`src/rtl/wb_conbus_rr_if.sv`:
```
`default_nettype none
// ============================================================================
//  Module      : wb_conbus_rr_if
//  Description : Bundle of the Wishbone master-side and slave-side signals of
//                the shared-bus interconnect wb_conbus_rr.
//                modport slave  : the interconnect itself. It serves the
//                                 masters' requests and drives the slaves.
//                modport master : the environment around the interconnect.
//                                 This covers the masters issuing cycles and
//                                 the slave devices returning data and ACK.
//  Signals     : m_*_i  master request (NM lanes), m_*_o shared/ per-master
//                responses; s_*_o broadcast request, s_*_i per-slave response
//  Revision    : 1.0  initial release
// ============================================================================
interface wb_conbus_rr_if #(
   parameter int NM = 2,
   parameter int NS = 6
);
   // master side
   logic [NM*32-1:0] m_dat_i;
   logic [NM*32-1:0] m_adr_i;
   logic [NM*3-1:0]  m_cti_i;
   logic [NM*4-1:0]  m_sel_i;
   logic [NM-1:0]    m_we_i;
   logic [NM-1:0]    m_cyc_i;
   logic [NM-1:0]    m_stb_i;
   logic [31:0]      m_dat_o;
   logic [NM-1:0]    m_ack_o;
   logic [NM-1:0]    m_err_o;
   // slave side
   logic [31:0]      s_dat_o;
   logic [31:0]      s_adr_o;
   logic [2:0]       s_cti_o;
   logic [3:0]       s_sel_o;
   logic             s_we_o;
   logic             s_stb_o;
   logic [NS-1:0]    s_cyc_o;
   logic [NS*32-1:0] s_dat_i;
   logic [NS-1:0]    s_ack_i;

   modport slave (
      input  m_dat_i, m_adr_i, m_cti_i, m_sel_i, m_we_i, m_cyc_i, m_stb_i,
      input  s_dat_i, s_ack_i,
      output m_dat_o, m_ack_o, m_err_o,
      output s_dat_o, s_adr_o, s_cti_o, s_sel_o, s_we_o, s_stb_o, s_cyc_o
   );

   modport master (
      output m_dat_i, m_adr_i, m_cti_i, m_sel_i, m_we_i, m_cyc_i, m_stb_i,
      output s_dat_i, s_ack_i,
      input  m_dat_o, m_ack_o, m_err_o,
      input  s_dat_o, s_adr_o, s_cti_o, s_sel_o, s_we_o, s_stb_o, s_cyc_o
   );
endinterface
`default_nettype wire

```
`src/rtl/wb_conbus_rr.sv`:
```
`default_nettype none
// ============================================================================
//  Module      : wb_conbus_rr
//  Description : Wishbone shared-bus interconnect, NM masters to NS slaves.
//                Registered round-robin arbiter with bus hold while the
//                owner keeps CYC high, per-slave decode on adr[31:32-ADDR_W],
//                ERR generation for unmapped addresses and slave timeouts.
//  Ports       : sys_clk  system clock
//                sys_rst  synchronous active-high reset
//                bus      wb_conbus_rr_if.slave (all master/slave signals)
//  Revision    : 1.0  initial release
// ============================================================================
module wb_conbus_rr #(
   parameter int                   NM      = 2,
   parameter int                   NS      = 6,
   parameter int                   ADDR_W  = 3,
   parameter logic [NS*ADDR_W-1:0] S_ADDR  = {3'h6, 3'h5, 3'h4, 3'h3, 3'h2, 3'h0},
   parameter int                   TIMEOUT = 256
) (
   input  logic          sys_clk,
   input  logic          sys_rst,
   wb_conbus_rr_if.slave bus
);

   localparam int              PTR_W   = (NM > 1) ? $clog2(NM) : 1;
   localparam int              SEL_W   = (NS > 1) ? $clog2(NS) : 1;
   localparam int              WD_W    = (TIMEOUT > 1) ? $clog2(TIMEOUT) : 1;
   localparam logic            WD_EN   = (TIMEOUT > 0);
   localparam logic [WD_W-1:0] WD_LAST = (TIMEOUT > 0) ? WD_W'(TIMEOUT - 1) : '0;

   // ------------------------------------------------------------------------
   // State
   // ------------------------------------------------------------------------
   logic [NM-1:0]    gnt_q,       gnt_d;        // one-hot owner, 0 = idle
   logic [PTR_W-1:0] rr_ptr_q,    rr_ptr_d;     // round-robin scan start
   logic [WD_W-1:0]  wd_cnt_q,    wd_cnt_d;     // cycles waiting on ACK
   logic             err_q,       err_d;        // one-cycle ERR pulse
   logic             unmap_arm_q, unmap_arm_d;  // unmapped ERR may fire

   // ------------------------------------------------------------------------
   // Granted-master mux; everything reads 0 while the bus is idle
   // ------------------------------------------------------------------------
   logic [PTR_W-1:0] owner;
   logic             bus_cyc;
   logic             bus_stb;
   logic             bus_we;
   logic [31:0]      bus_adr;
   logic [31:0]      bus_dat;
   logic [2:0]       bus_cti;
   logic [3:0]       bus_sel;

   always_comb begin
      owner   = '0;
      bus_cyc = 1'b0;
      bus_stb = 1'b0;
      bus_we  = 1'b0;
      bus_adr = '0;
      bus_dat = '0;
      bus_cti = '0;
      bus_sel = '0;
      for (int j = 0; j < NM; j++) begin
         if (gnt_q[j]) begin
            owner   = PTR_W'(j);
            bus_cyc = bus.m_cyc_i[j];
            bus_stb = bus.m_stb_i[j];
            bus_we  = bus.m_we_i[j];
            bus_adr = bus.m_adr_i[j*32 +: 32];
            bus_dat = bus.m_dat_i[j*32 +: 32];
            bus_cti = bus.m_cti_i[j*3 +: 3];
            bus_sel = bus.m_sel_i[j*4 +: 4];
         end
      end
   end

   // ------------------------------------------------------------------------
   // Address decode; scanning downwards lets the lowest index win overlaps
   // ------------------------------------------------------------------------
   logic             hit;
   logic [SEL_W-1:0] sel;

   always_comb begin
      hit = 1'b0;
      sel = '0;
      for (int k = NS - 1; k >= 0; k--) begin
         if (bus_adr[31 -: ADDR_W] == S_ADDR[k*ADDR_W +: ADDR_W]) begin
            hit = 1'b1;
            sel = SEL_W'(k);
         end
      end
   end

   logic bus_req;     // granted master has CYC and STB up
   logic match;       // bus cycle towards a mapped slave
   logic slave_ack;   // ACK of the addressed slave only
   logic unmapped;

   assign bus_req   = bus_cyc & bus_stb;
   assign match     = bus_cyc & hit;
   assign slave_ack = match & bus.s_ack_i[sel];
   assign unmapped  = bus_req & ~hit;

   // ------------------------------------------------------------------------
   // Outputs
   // ------------------------------------------------------------------------
   assign bus.s_dat_o = bus_dat;
   assign bus.s_adr_o = bus_adr;
   assign bus.s_cti_o = bus_cti;
   assign bus.s_sel_o = bus_sel;
   assign bus.s_we_o  = bus_we;
   assign bus.s_stb_o = bus_stb;
   // CYC drops during the ERR cycle so a hung slave sees its cycle aborted
   assign bus.s_cyc_o = (match & ~err_q) ? (NS'(1) << sel) : '0;
   assign bus.m_dat_o = match ? bus.s_dat_i[sel*32 +: 32] : 32'h0;
   assign bus.m_ack_o = slave_ack ? gnt_q : '0;
   // A late ACK landing on the ERR cycle completes the transfer normally
   assign bus.m_err_o = (err_q & ~slave_ack) ? gnt_q : '0;

   // ------------------------------------------------------------------------
   // Round-robin arbiter
   // ------------------------------------------------------------------------
   function automatic logic [NM-1:0] rr_pick(input logic [NM-1:0]    req,
                                             input logic [PTR_W-1:0] start);
      logic [NM-1:0] onehot;
      logic          found;
      int            idx;
      onehot = '0;
      found  = 1'b0;
      for (int i = 0; i < NM; i++) begin
         idx = (int'(start) + i) % NM;
         if (!found && req[idx]) begin
            onehot[idx] = 1'b1;
            found       = 1'b1;
         end
      end
      return onehot;
   endfunction

   logic [PTR_W-1:0] ptr_after_owner;
   assign ptr_after_owner = (owner == PTR_W'(NM - 1)) ? '0 : owner + 1'b1;

   always_comb begin
      gnt_d    = gnt_q;
      rr_ptr_d = rr_ptr_q;
      if (gnt_q == '0) begin
         gnt_d = rr_pick(bus.m_cyc_i, rr_ptr_q);
      end else if (!bus_cyc) begin
         // Owner released the bus: it goes to the back of the queue
         rr_ptr_d = ptr_after_owner;
         gnt_d    = rr_pick(bus.m_cyc_i, ptr_after_owner);
      end
   end

   // ------------------------------------------------------------------------
   // Watchdog and ERR generation
   // ------------------------------------------------------------------------
   logic grant_chg;
   logic wd_run;
   logic wd_fire;

   assign grant_chg = (gnt_d != gnt_q);
   assign wd_run    = WD_EN & match & bus_stb & ~slave_ack;
   assign wd_fire   = wd_run & (wd_cnt_q == WD_LAST);

   always_comb begin
      wd_cnt_d = wd_cnt_q + 1'b1;
      if (grant_chg || !wd_run || wd_fire) begin
         wd_cnt_d = '0;
      end

      err_d = (unmapped & unmap_arm_q) | wd_fire;

      // One unmapped ERR per strobe: a new one needs STB to be seen low
      unmap_arm_d = unmap_arm_q;
      if (!bus_req) begin
         unmap_arm_d = 1'b1;
      end else if (unmapped) begin
         unmap_arm_d = 1'b0;
      end
   end

   always_ff @(posedge sys_clk) begin
      if (sys_rst) begin
         gnt_q       <= '0;
         rr_ptr_q    <= '0;
         wd_cnt_q    <= '0;
         err_q       <= 1'b0;
         unmap_arm_q <= 1'b1;
      end else begin
         gnt_q       <= gnt_d;
         rr_ptr_q    <= rr_ptr_d;
         wd_cnt_q    <= wd_cnt_d;
         err_q       <= err_d;
         unmap_arm_q <= unmap_arm_d;
      end
   end

endmodule
`default_nettype wire
```
`src/flat_wrapper.sv`:
```
// flat-port wrapper written by rule: the top's interface ports become plain ports
module wb_conbus_rr_flat 
#(
   parameter int                   NM      = 2,
   parameter int                   NS      = 6,
   parameter int                   ADDR_W  = 3,
   parameter logic [NS*ADDR_W-1:0] S_ADDR  = {3'h6, 3'h5, 3'h4, 3'h3, 3'h2, 3'h0},
   parameter int                   TIMEOUT = 256
)
  (sys_clk, sys_rst, bus_m_dat_i, bus_m_adr_i, bus_m_cti_i, bus_m_sel_i, bus_m_we_i, bus_m_cyc_i, bus_m_stb_i, bus_s_dat_i, bus_s_ack_i, bus_m_dat_o, bus_m_ack_o, bus_m_err_o, bus_s_dat_o, bus_s_adr_o, bus_s_cti_o, bus_s_sel_o, bus_s_we_o, bus_s_stb_o, bus_s_cyc_o);
  wb_conbus_rr_if #(.NM(NM), .NS(NS)) bus_i ();
  input  logic sys_clk;
  input  logic sys_rst;
  input wire logic [$bits(bus_i.m_dat_i)-1:0] bus_m_dat_i;
  input wire logic [$bits(bus_i.m_adr_i)-1:0] bus_m_adr_i;
  input wire logic [$bits(bus_i.m_cti_i)-1:0] bus_m_cti_i;
  input wire logic [$bits(bus_i.m_sel_i)-1:0] bus_m_sel_i;
  input wire logic [$bits(bus_i.m_we_i)-1:0] bus_m_we_i;
  input wire logic [$bits(bus_i.m_cyc_i)-1:0] bus_m_cyc_i;
  input wire logic [$bits(bus_i.m_stb_i)-1:0] bus_m_stb_i;
  input wire logic [$bits(bus_i.s_dat_i)-1:0] bus_s_dat_i;
  input wire logic [$bits(bus_i.s_ack_i)-1:0] bus_s_ack_i;
  output wire logic [$bits(bus_i.m_dat_o)-1:0] bus_m_dat_o;
  output wire logic [$bits(bus_i.m_ack_o)-1:0] bus_m_ack_o;
  output wire logic [$bits(bus_i.m_err_o)-1:0] bus_m_err_o;
  output wire logic [$bits(bus_i.s_dat_o)-1:0] bus_s_dat_o;
  output wire logic [$bits(bus_i.s_adr_o)-1:0] bus_s_adr_o;
  output wire logic [$bits(bus_i.s_cti_o)-1:0] bus_s_cti_o;
  output wire logic [$bits(bus_i.s_sel_o)-1:0] bus_s_sel_o;
  output wire logic [$bits(bus_i.s_we_o)-1:0] bus_s_we_o;
  output wire logic [$bits(bus_i.s_stb_o)-1:0] bus_s_stb_o;
  output wire logic [$bits(bus_i.s_cyc_o)-1:0] bus_s_cyc_o;
  assign bus_i.m_dat_i = bus_m_dat_i;
  assign bus_i.m_adr_i = bus_m_adr_i;
  assign bus_i.m_cti_i = bus_m_cti_i;
  assign bus_i.m_sel_i = bus_m_sel_i;
  assign bus_i.m_we_i = bus_m_we_i;
  assign bus_i.m_cyc_i = bus_m_cyc_i;
  assign bus_i.m_stb_i = bus_m_stb_i;
  assign bus_i.s_dat_i = bus_s_dat_i;
  assign bus_i.s_ack_i = bus_s_ack_i;
  assign bus_m_dat_o = bus_i.m_dat_o;
  assign bus_m_ack_o = bus_i.m_ack_o;
  assign bus_m_err_o = bus_i.m_err_o;
  assign bus_s_dat_o = bus_i.s_dat_o;
  assign bus_s_adr_o = bus_i.s_adr_o;
  assign bus_s_cti_o = bus_i.s_cti_o;
  assign bus_s_sel_o = bus_i.s_sel_o;
  assign bus_s_we_o = bus_i.s_we_o;
  assign bus_s_stb_o = bus_i.s_stb_o;
  assign bus_s_cyc_o = bus_i.s_cyc_o;
  wb_conbus_rr #(.NM(NM), .NS(NS), .ADDR_W(ADDR_W), .S_ADDR(S_ADDR), .TIMEOUT(TIMEOUT)) u_core (.sys_clk(sys_clk), .sys_rst(sys_rst), .bus(bus_i));
endmodule
```
`config.mk`:
```
export PLATFORM = sky130hd
export DESIGN_NAME = wb_conbus_rr_flat
export DESIGN_NICKNAME = d
export VERILOG_FILES = /design/src/rtl/wb_conbus_rr_if.sv /design/src/rtl/wb_conbus_rr.sv /design/src/flat_wrapper.sv
export SDC_FILE = /design/constraint.sdc
export NUM_CORES = 1
export LEC_CHECK = 0
export ABC_AREA = 1
export CAP_MARGIN = 25
export CORE_AREA = 2 2 182 184
export DETAILED_ROUTE_END_ITERATION = 7
export DIE_AREA = 0 0 184 186
export PLACE_DENSITY = 0.5
export SYNTH_ARGS = -nofsm -noshare
export SYNTH_HDL_FRONTEND = slang
export SYNTH_SLANG_ARGS = --single-unit
```
`constraint.sdc`:
```
create_clock -name sys_clk -period 2.98 [get_ports sys_clk]
set_input_delay 0.596 -clock sys_clk [delete_from_list [all_inputs] [get_ports sys_clk]]
set_output_delay 0.596 -clock sys_clk [all_outputs]
set_load 0.02 [all_outputs]
```
==> results.sh, run 1 <==
export IMPL_ys_seq_area_frac=0.0752
export IMPL_worstReg2RegEnd="u_core.wd_cnt_q[6]$_SDFF_PP0_"
export IMPL_die_h_um=186
export IMPL_netlist_area_um2=3460
export IMPL_grt_remaining_overflow=0
export IMPL_htreeDepth=1
export IMPL_routed_wl_mm=30.7
export IMPL_drt_iter0_markers=254
export IMPL_start_util=0.107
export IMPL_tns_ns=0
export IMPL_rsz0062_at_grt="false"
export IMPL_slew_viol_final=0
export IMPL_whs_path_depth=1
export IMPL_slew_headroom=0.598
export IMPL_hold_path_class="flop to flop"
export IMPL_syn_area_per_cell_um2=5.65
export IMPL_cts_sinks=13
export IMPL_first_pass_iters=4
export IMPL_cap_violations=0
export IMPL_dp_slack_ns=-0.681
export IMPL_hpwlAfterDp_mm=25.4
export IMPL_postLayoutCellArea_um2=9920
export IMPL_core_area_um2=32200
export IMPL_synth_edf_count=0
export IMPL_ioPinCount=463
export IMPL_power_density_nw_per_um2=269
export IMPL_wl_per_cell_um=20.2
export IMPL_hp_start="u_core.wd_cnt_q[0]$_SDFF_PP0_"
export IMPL_grt_pass1_wl_mm=41.1
export IMPL_row_count=66
export IMPL_drc=0
export IMPL_gp_congestion=0.830
export IMPL_grt_use_total=0.165
export IMPL_cp_max_fo=6
export IMPL_grt_max_degree=62
export IMPL_p_leak_nw=4.07
export IMPL_synth_area_leaders="nand2_1, a22o_1, nand3_1"
export IMPL_netlist_instances=613
export IMPL_cp_arrival_ns=2.29
export IMPL_io_buffer_count=462
export IMPL_synth_seq_cells=13
export IMPL_fin_skew_ns=0.00225
export IMPL_grt_pass1_vias=6336
export IMPL_peakVddDrop_mv=0.156
export IMPL_cts_hold_fix_buffers=0
export IMPL_critPathLaunchType="input pin"
export IMPL_r2r_slack_ns=0.83
export IMPL_die_width_um=184
export IMPL_yosysTopAreaCell="nand2_1"
export IMPL_syn_nets=962
export IMPL_rr_startpoint="u_core.gnt_q[0]$_SDFF_PP0_"
export IMPL_postPlaceCellArea_um2=9190
export IMPL_status="completed"
export IMPL_post_route_worst_setup_slack_ns=0.0901
export IMPL_yosys_area_top_type_share=0.195
export IMPL_min_to="u_core.wd_cnt_q[0]$_SDFF_PP0_"
export IMPL_cts_tree="yes"
export IMPL_yosys_warnings=0
export IMPL_critical_path_class="input pin to primary output"
export IMPL_synth_distinct_cells=35
export IMPL_setup_violations=0
export IMPL_synth_top_flop_cell="dfxtp_1"
export IMPL_nNetsFinal=1466
export IMPL_drive_above_1_share=0.232
export IMPL_async_flop_share=0
export IMPL_required_ns=2.38
export IMPL_end_kind="primary output"
export IMPL_fin_crit_sh=0.970
export IMPL_clk_path_buf_depth=2
export IMPL_timing_fmax_ghz=0.346
export IMPL_cts_clk_slew_worst_paths_ns=0.05
export IMPL_antenna_left=0
export IMPL_fin_crit_ns=2.89
export IMPL_via_per_inst=4.21
export IMPL_syn_to_final_growth_pct=187
export IMPL_cts_buffers=3
export IMPL_dieArea_um2=34200
export IMPL_clock_latency_ns=0.25
export IMPL_clk_root_buffer_cell="clkbuf_16"
export IMPL_antenna_found_initial=2
export IMPL_vias=6419
export IMPL_worstRegToRegCells=15
export IMPL_worstMarginPinSlew_ns=0.602
export IMPL_final_hold_violation_count=0
## layout by cell type, fill, tap and decap left out, drive strengths merged, types with 17 or more instances in the layout
master | synthesis | final
buf | 38 | 166
a22o | 70 | 70
nand2 | 189 | 189
nor2 | 28 | 28
nor3 | 18 | 18
o21ai | 18 | 18
nand3 | 107 | 107
clkdlybuf4s50 | 0 | 381
a21oi | 52 | 52
o211ai | 17 | 17
inv | 30 | 29
## per-stage QoR
stage	instances	util	power [mW]	hold slack (ns)
5_1_grt	1525	0.308	2.84	0.481
3_3_place_gp	1490	0.285	2.18	0.441
4_1_cts	1518	0.302	2.65	0.459
6_report	1525	0.308	2.67	0.457
3_5_place_dp	1490	0.285	2.17	0.448
2_1_floorplan	613	-	0.983	0.428
## worst max path at each step
stage / start / to / slack (ns)
floorplan: bus_m_adr_i[62] / bus_s_cyc_o[1] / 0.29
global placement: bus_m_adr_i[63] / bus_m_dat_o[18] / -0.67
detailed placement: bus_m_adr_i[31] / bus_m_dat_o[18] / -0.68
CTS: bus_m_adr_i[31] / bus_m_dat_o[25] / -0.01
global route: bus_m_adr_i[61] / bus_m_dat_o[28] / 0.001
finish: bus_m_adr_i[61] / bus_m_dat_o[28] / 0.09
## what timing repair did
item | in CTS | in global routing
endpoints found under the hold margin | 0 | 0
endpoints found under the setup margin | 42 | 38
gates resized for setup | 249 | 62
cloned | 7 | 1
pin swaps | 16 | 26
buffers inserted | 18 | 7
## layout make-up
cell class,count,area (µm²)
multi-input cells,512,3050
clock buffers,3,75.1
clock inverters,1,5.00
inverters,30,135
fillers,3475,22300
well taps,408,510
diodes,1,2.50
flip-flops and latches,13,265
repair buffers,557,5880
## layer usage
layer	up-vias	wire length [µm]	track usage
met5	-	0	0
met4	0	485	0.0355
met3	25	2270	0.0305
met2	322	17300	0.347
met1	2923	10700	0.166
li1	3149	-	-
## power by group
part           switching (mW)  internal, mW
logic                    1.03          1.20
clock network          0.0783         0.179
registers             0.00447         0.178
## registers in the layout, summed over array words and instances (netlist names)
register	cells
u_core.wd_cnt_q	8
u_core.gnt_q	2
u_core.err_q	1
u_core.rr_ptr_q	1
u_core.unmap_arm_q	1
## cells by family after synthesis
| logic type | share of synthesized area |
|---|---|
| compound gates | 0.320 |
| flops | 0.0752 |
| fa+ha+maj | 0.00361 |
| xor+xnor | 0.0152 |
| buf+inv | 0.127 |
| simple gates | 0.460 |
## Yosys cell counts, types with 2 or more instances
master	number
buf_6	8
a22o_1	70
nor2_2	10
nor2_1	16
nand2_4	4
nand2_2	5
inv_1	24
inv_4	2
o211ai_1	17
dfxtp_1	13
a21oi_1	51
inv_2	4
clkbuf_1	20
xnor2_1	2
buf_1	2
nand2_1	180
buf_4	3
buf_2	25
o21ai_0	16
nor3_1	18
xor2_1	4
nand3_1	106
## worst max-delay path, stage by stage
cell and delay (ns):
dlygate4sd2_1 0.25, nand2_2 0.08, nand2_4 0.09, buf_12 0.14
nor2_8 0.12, nor2_4 0.07, buf_12 0.13, buf_8 0.12
buf_16 0.14, nand3_2 0.07, nand3_2 0.14, a21oi_2 0.19
buf_6 0.14
Power figures use the tool's default switching activity.
==> run 2, diff against run 1 <==
- PLACE_DENSITY: 0.5 -> 0.43
==> run 2 against run 1 <==
  * Global-route usage decreased by 0.71 points
  * Register-to-register slack gained 0.08 ns
  * Sequential cell count unchanged
  * Routed wire length down 3.5%
  * Setup slack lost 0.010 ns
  * Power down 8.4%
  * Die area did not move
  * Via count down 1.5%
  * First-iteration DRC count down 15%
  * Cell count is 1.2% lower
  * Worst hold slack about the same
  * Critical path depth fell by 2
  * Critical endpoint is now bus_s_cyc_o[0]
==> results.sh, run 2 (same netlist as run 1, synthesis figures left out) <==
export IMPL_status="completed"
export IMPL_min_to="u_core.wd_cnt_q[0]$_SDFF_PP0_"
export IMPL_power_density_nw_per_um2=262
export IMPL_critical_path_class="input pin to primary output"
export IMPL_cap_violations=0
export IMPL_cts_sinks=13
export IMPL_dieArea_um2=34200
export IMPL_path_cells="clkdlybuf4s50_1, nand2_1, o21ai_2, inv_1, nor2_2, inv_2, or2_4, buf_4, buf_4, nor2_1, buf_4"
export IMPL_final_hold_violation_count=0
export IMPL_crit_top_cell="buf_4"
export IMPL_worstMarginPinSlew_ns=0.569
export IMPL_top_register="u_core.wd_cnt_q"
export IMPL_fin_crit_ns=2.90
export IMPL_drc=0
export IMPL_hp_start="u_core.wd_cnt_q[0]$_SDFF_PP0_"
export IMPL_intPower_mw=1.42
export IMPL_worstRegToRegCells=11
export IMPL_fin_util=0.290
export IMPL_rr_startpoint="u_core.gnt_q[1]$_SDFF_PP0_"
export IMPL_path_delay_family="buffers and inverters"
export IMPL_grt_max_degree=57
export IMPL_whs_path_depth=1
export IMPL_routed_wl_mm=29.7
export IMPL_slew_viol_final=0
export IMPL_pwr_share_seq=0.074
export IMPL_clk_root_buffer_cell="clkbuf_16"
export IMPL_combPwrFrac=0.821
export IMPL_syn_to_final_growth_pct=169
export IMPL_drt_iter0_markers=216
export IMPL_antenna_left=0
export IMPL_cts_clk_slew_worst_paths_ns=0.04
export IMPL_hold_worst_slack_ns=0.457
export IMPL_die_h_um=186
export IMPL_io_buffer_count=462
export IMPL_antenna_found_initial=3
export IMPL_cts_tree="yes"
export IMPL_fin_crit_sh=0.973
export IMPL_worst_path_largest_cell_delay_ns=0.49
export IMPL_hold_path_class="flop to flop"
export IMPL_grt_remaining_overflow=0
export IMPL_cp_max_fo=3
export IMPL_cp_num_buf_inv=6
export IMPL_fin_skew_ns=0.00108
export IMPL_clock_power_share=0.104
export IMPL_p_leak_nw=3.83
export IMPL_vias=6325
export IMPL_p_sw_mw=1.03
export IMPL_cp_arrival_ns=2.30
export IMPL_core_area_um2=32200
export IMPL_r2r_slack_ns=0.91
export IMPL_dp_slack_ns=-0.680
export IMPL_largest_register_ffs=8
export IMPL_htreeDepth=1
export IMPL_worstReg2RegEnd="u_core.wd_cnt_q[5]$_SDFF_PP0_"
export IMPL_grt_pass1_vias=6201
export IMPL_timing_fmax_ghz=0.345
export IMPL_ioPinCount=463
export IMPL_post_route_worst_setup_slack_ns=0.0801
export IMPL_via_per_inst=4.20
export IMPL_drive_above_1_share=0.181
export IMPL_clk_path_buf_depth=2
export IMPL_end_kind="primary output"
export IMPL_hpwlAfterDp_mm=24.2
export IMPL_clock_latency_ns=0.24
export IMPL_critPathLaunchType="input pin"
export IMPL_required_ns=2.38
export IMPL_start_util=0.107
export IMPL_setup_violations=0
export IMPL_die_width_um=184
export IMPL_first_pass_iters=4
export IMPL_gp_congestion=0.807
export IMPL_p_total_mw=2.45
export IMPL_wl_per_cell_um=19.7
export IMPL_grt_pass1_wl_mm=40.1
export IMPL_mostFrequentLayoutCell="clkdlybuf4s50_1"
export IMPL_nNetsFinal=1446
export IMPL_peakVddDrop_mv=0.119
export IMPL_final_cell_mix="clkdlybuf4s50_1, nand2_1, nand3_1, a22o_1, buf_4"
export IMPL_cp_slowest_cell="clkdlybuf4s50_1"
export IMPL_row_count=66
export IMPL_slew_headroom=0.621
export IMPL_cts_buffers=3
export IMPL_grt_use_total=0.158
export IMPL_switching_share=0.421
export IMPL_rsz0062_at_grt="true"
export IMPL_top_regs="u_core.wd_cnt_q: 8 flops, u_core.gnt_q: 2 flops"
## run 2: cell types whose count changed in the layout (fill, tap and decap cells not counted), sizes merged
cell and delta:
buf -35, clkdlybuf4s50 +15, clkinv -2, dlygate4sd2 +2, bufbuf -1, diode +1, inv +1
## run 2: how the worst max path moves through the flow
stage / endpoint / start / cells after the start / slack (ns)
global placement: bus_s_cyc_o[1] / bus_m_adr_i[63] / 12 / -0.66
global route: bus_s_cyc_o[0] / bus_m_adr_i[30] / 14 / -0.04
detailed placement: bus_s_cyc_o[1] / bus_m_adr_i[31] / 12 / -0.68
floorplan: bus_s_cyc_o[1] / bus_m_adr_i[62] / 11 / 0.29
finish: bus_s_cyc_o[0] / bus_m_cyc_i[1] / 11 / 0.08
CTS: bus_m_err_o[1] / bus_m_adr_i[29] / 13 / 0.0003
## run 2: what timing repair did
action	4_1_cts	5_1_grt
endpoints found under the setup margin	42	39
gates resized for setup	210	47
gates cloned	6	1
pin swaps	16	6
hold buffers	0	0
buffers inserted	11	1
endpoints found under the hold margin	0	0
## run 2: cell type report
cell class	instances	area [µm²]
fillers	3585	22900
repair buffers	537	5400
multi-input cells	512	2940
well taps	408	510
flip-flops and latches	13	263
inverters	30	128
clock buffers	4	78.8
diodes	2	5.00
## run 2: routing by layer
layer  track usage  part of all wire  up-vias
met2         0.316              0.54      294
li1              -                 -     3114
met4        0.0272             0.014        2
met1         0.171              0.37     2893
met3        0.0338             0.079       22
met5             0           0.00054        -
## run 2: power by group through the flow
stage / combinational (mW) / sequential [mW] / clock [mW]
after floorplan: 0.799 / 0.183 / 0
after detailed placement: 1.87 / 0.185 / 0
final: 2.01 / 0.182 / 0.255
after CTS: 2.03 / 0.182 / 0.263
after global placement: 1.87 / 0.185 / 0
after global routing: 2.16 / 0.182 / 0.272
## run 2: per-stage QoR
step,instances,setup TNS [ns],area [µm²]
floorplan,613,0,3460
global placement,1481,-24.10,8910
detailed placement,1481,-24.33,8910
CTS,1502,0,9330
global route,1506,-0.0417,9330
finish,1506,0,9330
==> run 3, diff against run 2 <==
- SKIP_LAST_GASP: not set -> 1
==> run 3 against run 2 <==
  * Power shrank 0.33%
  * Sequential share of layout area about the same
  * Via count is 0.40% lower
  * Critical endpoint is now bus_m_dat_o[3]
  * Clock power hardly changed
==> results.sh, run 3 (same netlist as run 1, synthesis figures left out) <==
export IMPL_multi_input_area_um2=2890
export IMPL_cts_clk_slew_worst_paths_ns=0.04
export IMPL_slew_headroom=0.621
export IMPL_grt_max_degree=57
export IMPL_cts_tree="yes"
export IMPL_top_regs="u_core.wd_cnt_q: 8 flops, u_core.gnt_q: 2 flops"
export IMPL_rsz0062_at_grt="true"
export IMPL_post_route_worst_setup_slack_ns=0.0519
export IMPL_wl_met2_mm=15.8
export IMPL_p_leak_nw=3.83
export IMPL_fin_crit_ns=2.93
export IMPL_start_util=0.107
export IMPL_cap_violations=0
export IMPL_first_pass_iters=4
export IMPL_core_area_um2=32200
export IMPL_fin_skew_ns=0.000550
export IMPL_fin_crit_sh=0.983
export IMPL_drc=0
export IMPL_die_width_um=184
export IMPL_cts_sinks=13
export IMPL_clk_path_buf_depth=2
export IMPL_status="completed"
export IMPL_hpwlAfterDp_mm=24.2
export IMPL_grt_pass1_vias=6211
export IMPL_die_h_um=186
export IMPL_row_count=66
export IMPL_required_ns=2.38
export IMPL_dr_wl_met3_mm=2.36
export IMPL_instances_no_fill=1508
export IMPL_critPathLaunchType="input pin"
export IMPL_drive_above_1_share=0.177
export IMPL_io_buffer_count=462
export IMPL_timing_fmax_ghz=0.342
export IMPL_dieArea_um2=34200
export IMPL_via_per_inst=4.18
export IMPL_grt_use_total=0.158
export IMPL_syn_to_final_growth_pct=168
export IMPL_nNetsFinal=1448
export IMPL_wl_per_cell_um=19.6
export IMPL_routed_wl_mm=29.6
export IMPL_largest_register_ffs=8
export IMPL_antenna_found_initial=3
export IMPL_top_layer_used="met5"
export IMPL_setup_violations=0
export IMPL_grt_pass1_wl_mm=40.1
export IMPL_dp_slack_ns=-0.680
export IMPL_antenna_left=0
export IMPL_cp_arrival_ns=2.33
export IMPL_cts_hold_fix_buffers=0
export IMPL_end_kind="primary output"
export IMPL_clock_latency_ns=0.24
export IMPL_power_density_nw_per_um2=262
export IMPL_postLayoutCellArea_um2=9290
export IMPL_dp_cells=1481
export IMPL_final_cell_mix="clkdlybuf4s50_1, nand2_1, nand3_1, a22o_1, buf_4"
export IMPL_postPlaceCellArea_um2=8910
export IMPL_drt_iter0_markers=281
export IMPL_clk_root_buffer_cell="clkbuf_16"
export IMPL_cts_buffers=3
export IMPL_hold_worst_slack_ns=0.457
export IMPL_final_hold_violation_count=0
export IMPL_gp_congestion=0.807
export IMPL_ioPinCount=463
export IMPL_vias=6300
export IMPL_hold_path_class="flop to flop"
export IMPL_htreeDepth=1
export IMPL_peakVddDrop_mv=0.119
export IMPL_wl_met1_mm=11.0
export IMPL_fillCellCount=3589
export IMPL_worstMarginPinSlew_ns=0.569
export IMPL_critical_path_class="input pin to primary output"
export IMPL_cp_max_fo=5
export IMPL_grt_remaining_overflow=0
export IMPL_mostFrequentLayoutCell="clkdlybuf4s50_1"
export IMPL_top_register="u_core.wd_cnt_q"
export IMPL_slew_viol_final=0
export IMPL_register_area_um2=263
-- run 3: cell types whose count changed in the layout (fill, tap and decap cells not counted), sizes merged --
cell,previous run,this run
clkdlybuf4s15,2,3
clkbuf,8,10
buf,131,129
bufbuf,0,1
-- run 3: power by group --
group	switching (mW)	internal [mW]	leakage, nW	total (mW)
clock	0.0742	0.180	0.0382	0.255
combinational	0.943	1.06	3.69	2.00
sequential	0.00394	0.178	0.106	0.182
total	1.02	1.42	3.83	2.44
-- run 3: what timing repair did --
action | in CTS | in global routing
hold endpoints to repair | 0 | 0
setup endpoints to repair | 42 | 40
setup buffers | 11 | 3
pin swaps | 16 | 7
cloned | 6 | 1
gates resized for setup | 201 | 45
-- run 3: layout make-up --
| cell class | instances | share of cell area |
|---|---|---|
| diodes | 2 | 0.000539 |
| clock buffers | 4 | 0.00848 |
| inverters | 30 | 0.0137 |
| multi-input cells | 512 | 0.311 |
| flip-flops and latches | 13 | 0.0283 |
| well taps | 408 | 0.0549 |
| repair buffers | 539 | 0.583 |
-- run 3: worst max-delay path, stage by stage --
cell and delay [ns]:
clkdlybuf4s15_1 0.21, nand2_2 0.10, inv_1 0.07, nor2_4 0.15, nand2_8 0.09, nand2_4 0.10, nor2_4 0.05, buf_6 0.14
buf_12 0.12, buf_16 0.13, nand3_1 0.08, a21oi_1 0.07, nor3_2 0.13, clkdlybuf4s15_2 0.29
-- run 3: worst paths after layout --
kind / start / endpoint / slack [ns] / depth (start not counted)
worst max-delay path: bus_m_adr_i[63] / bus_m_dat_o[3] / 0.05 / 14
worst min-delay path: u_core.wd_cnt_q[0]$_SDFF_PP0_ / u_core.wd_cnt_q[0]$_SDFF_PP0_ / 0.46 / 1
worst max register to register: u_core.gnt_q[1]$_SDFF_PP0_ / u_core.wd_cnt_q[5]$_SDFF_PP0_ / 0.90 / 11
worst min register to register: u_core.wd_cnt_q[0]$_SDFF_PP0_ / u_core.wd_cnt_q[0]$_SDFF_PP0_ / 0.46 / 1
-- run 3: per-layer routing --
metal / track usage / vias to the layer above
met3: 0.0340 / 22
li1: - / 3122
met1: 0.172 / 2863
met5: 0 / -
met4: 0.0272 / 2
met2: 0.315 / 291
-- run 3: through the flow --
stage | utilization | power [mW] | TNS (ns)
3_5_place_dp | 0.277 | 2.06 | -24.33
4_1_cts | 0.291 | 2.48 | -0.257
5_1_grt | 0.289 | 2.60 | -0.813
2_1_floorplan | - | 0.983 | 0
3_3_place_gp | 0.277 | 2.06 | -24.10
6_report | 0.289 | 2.44 | 0
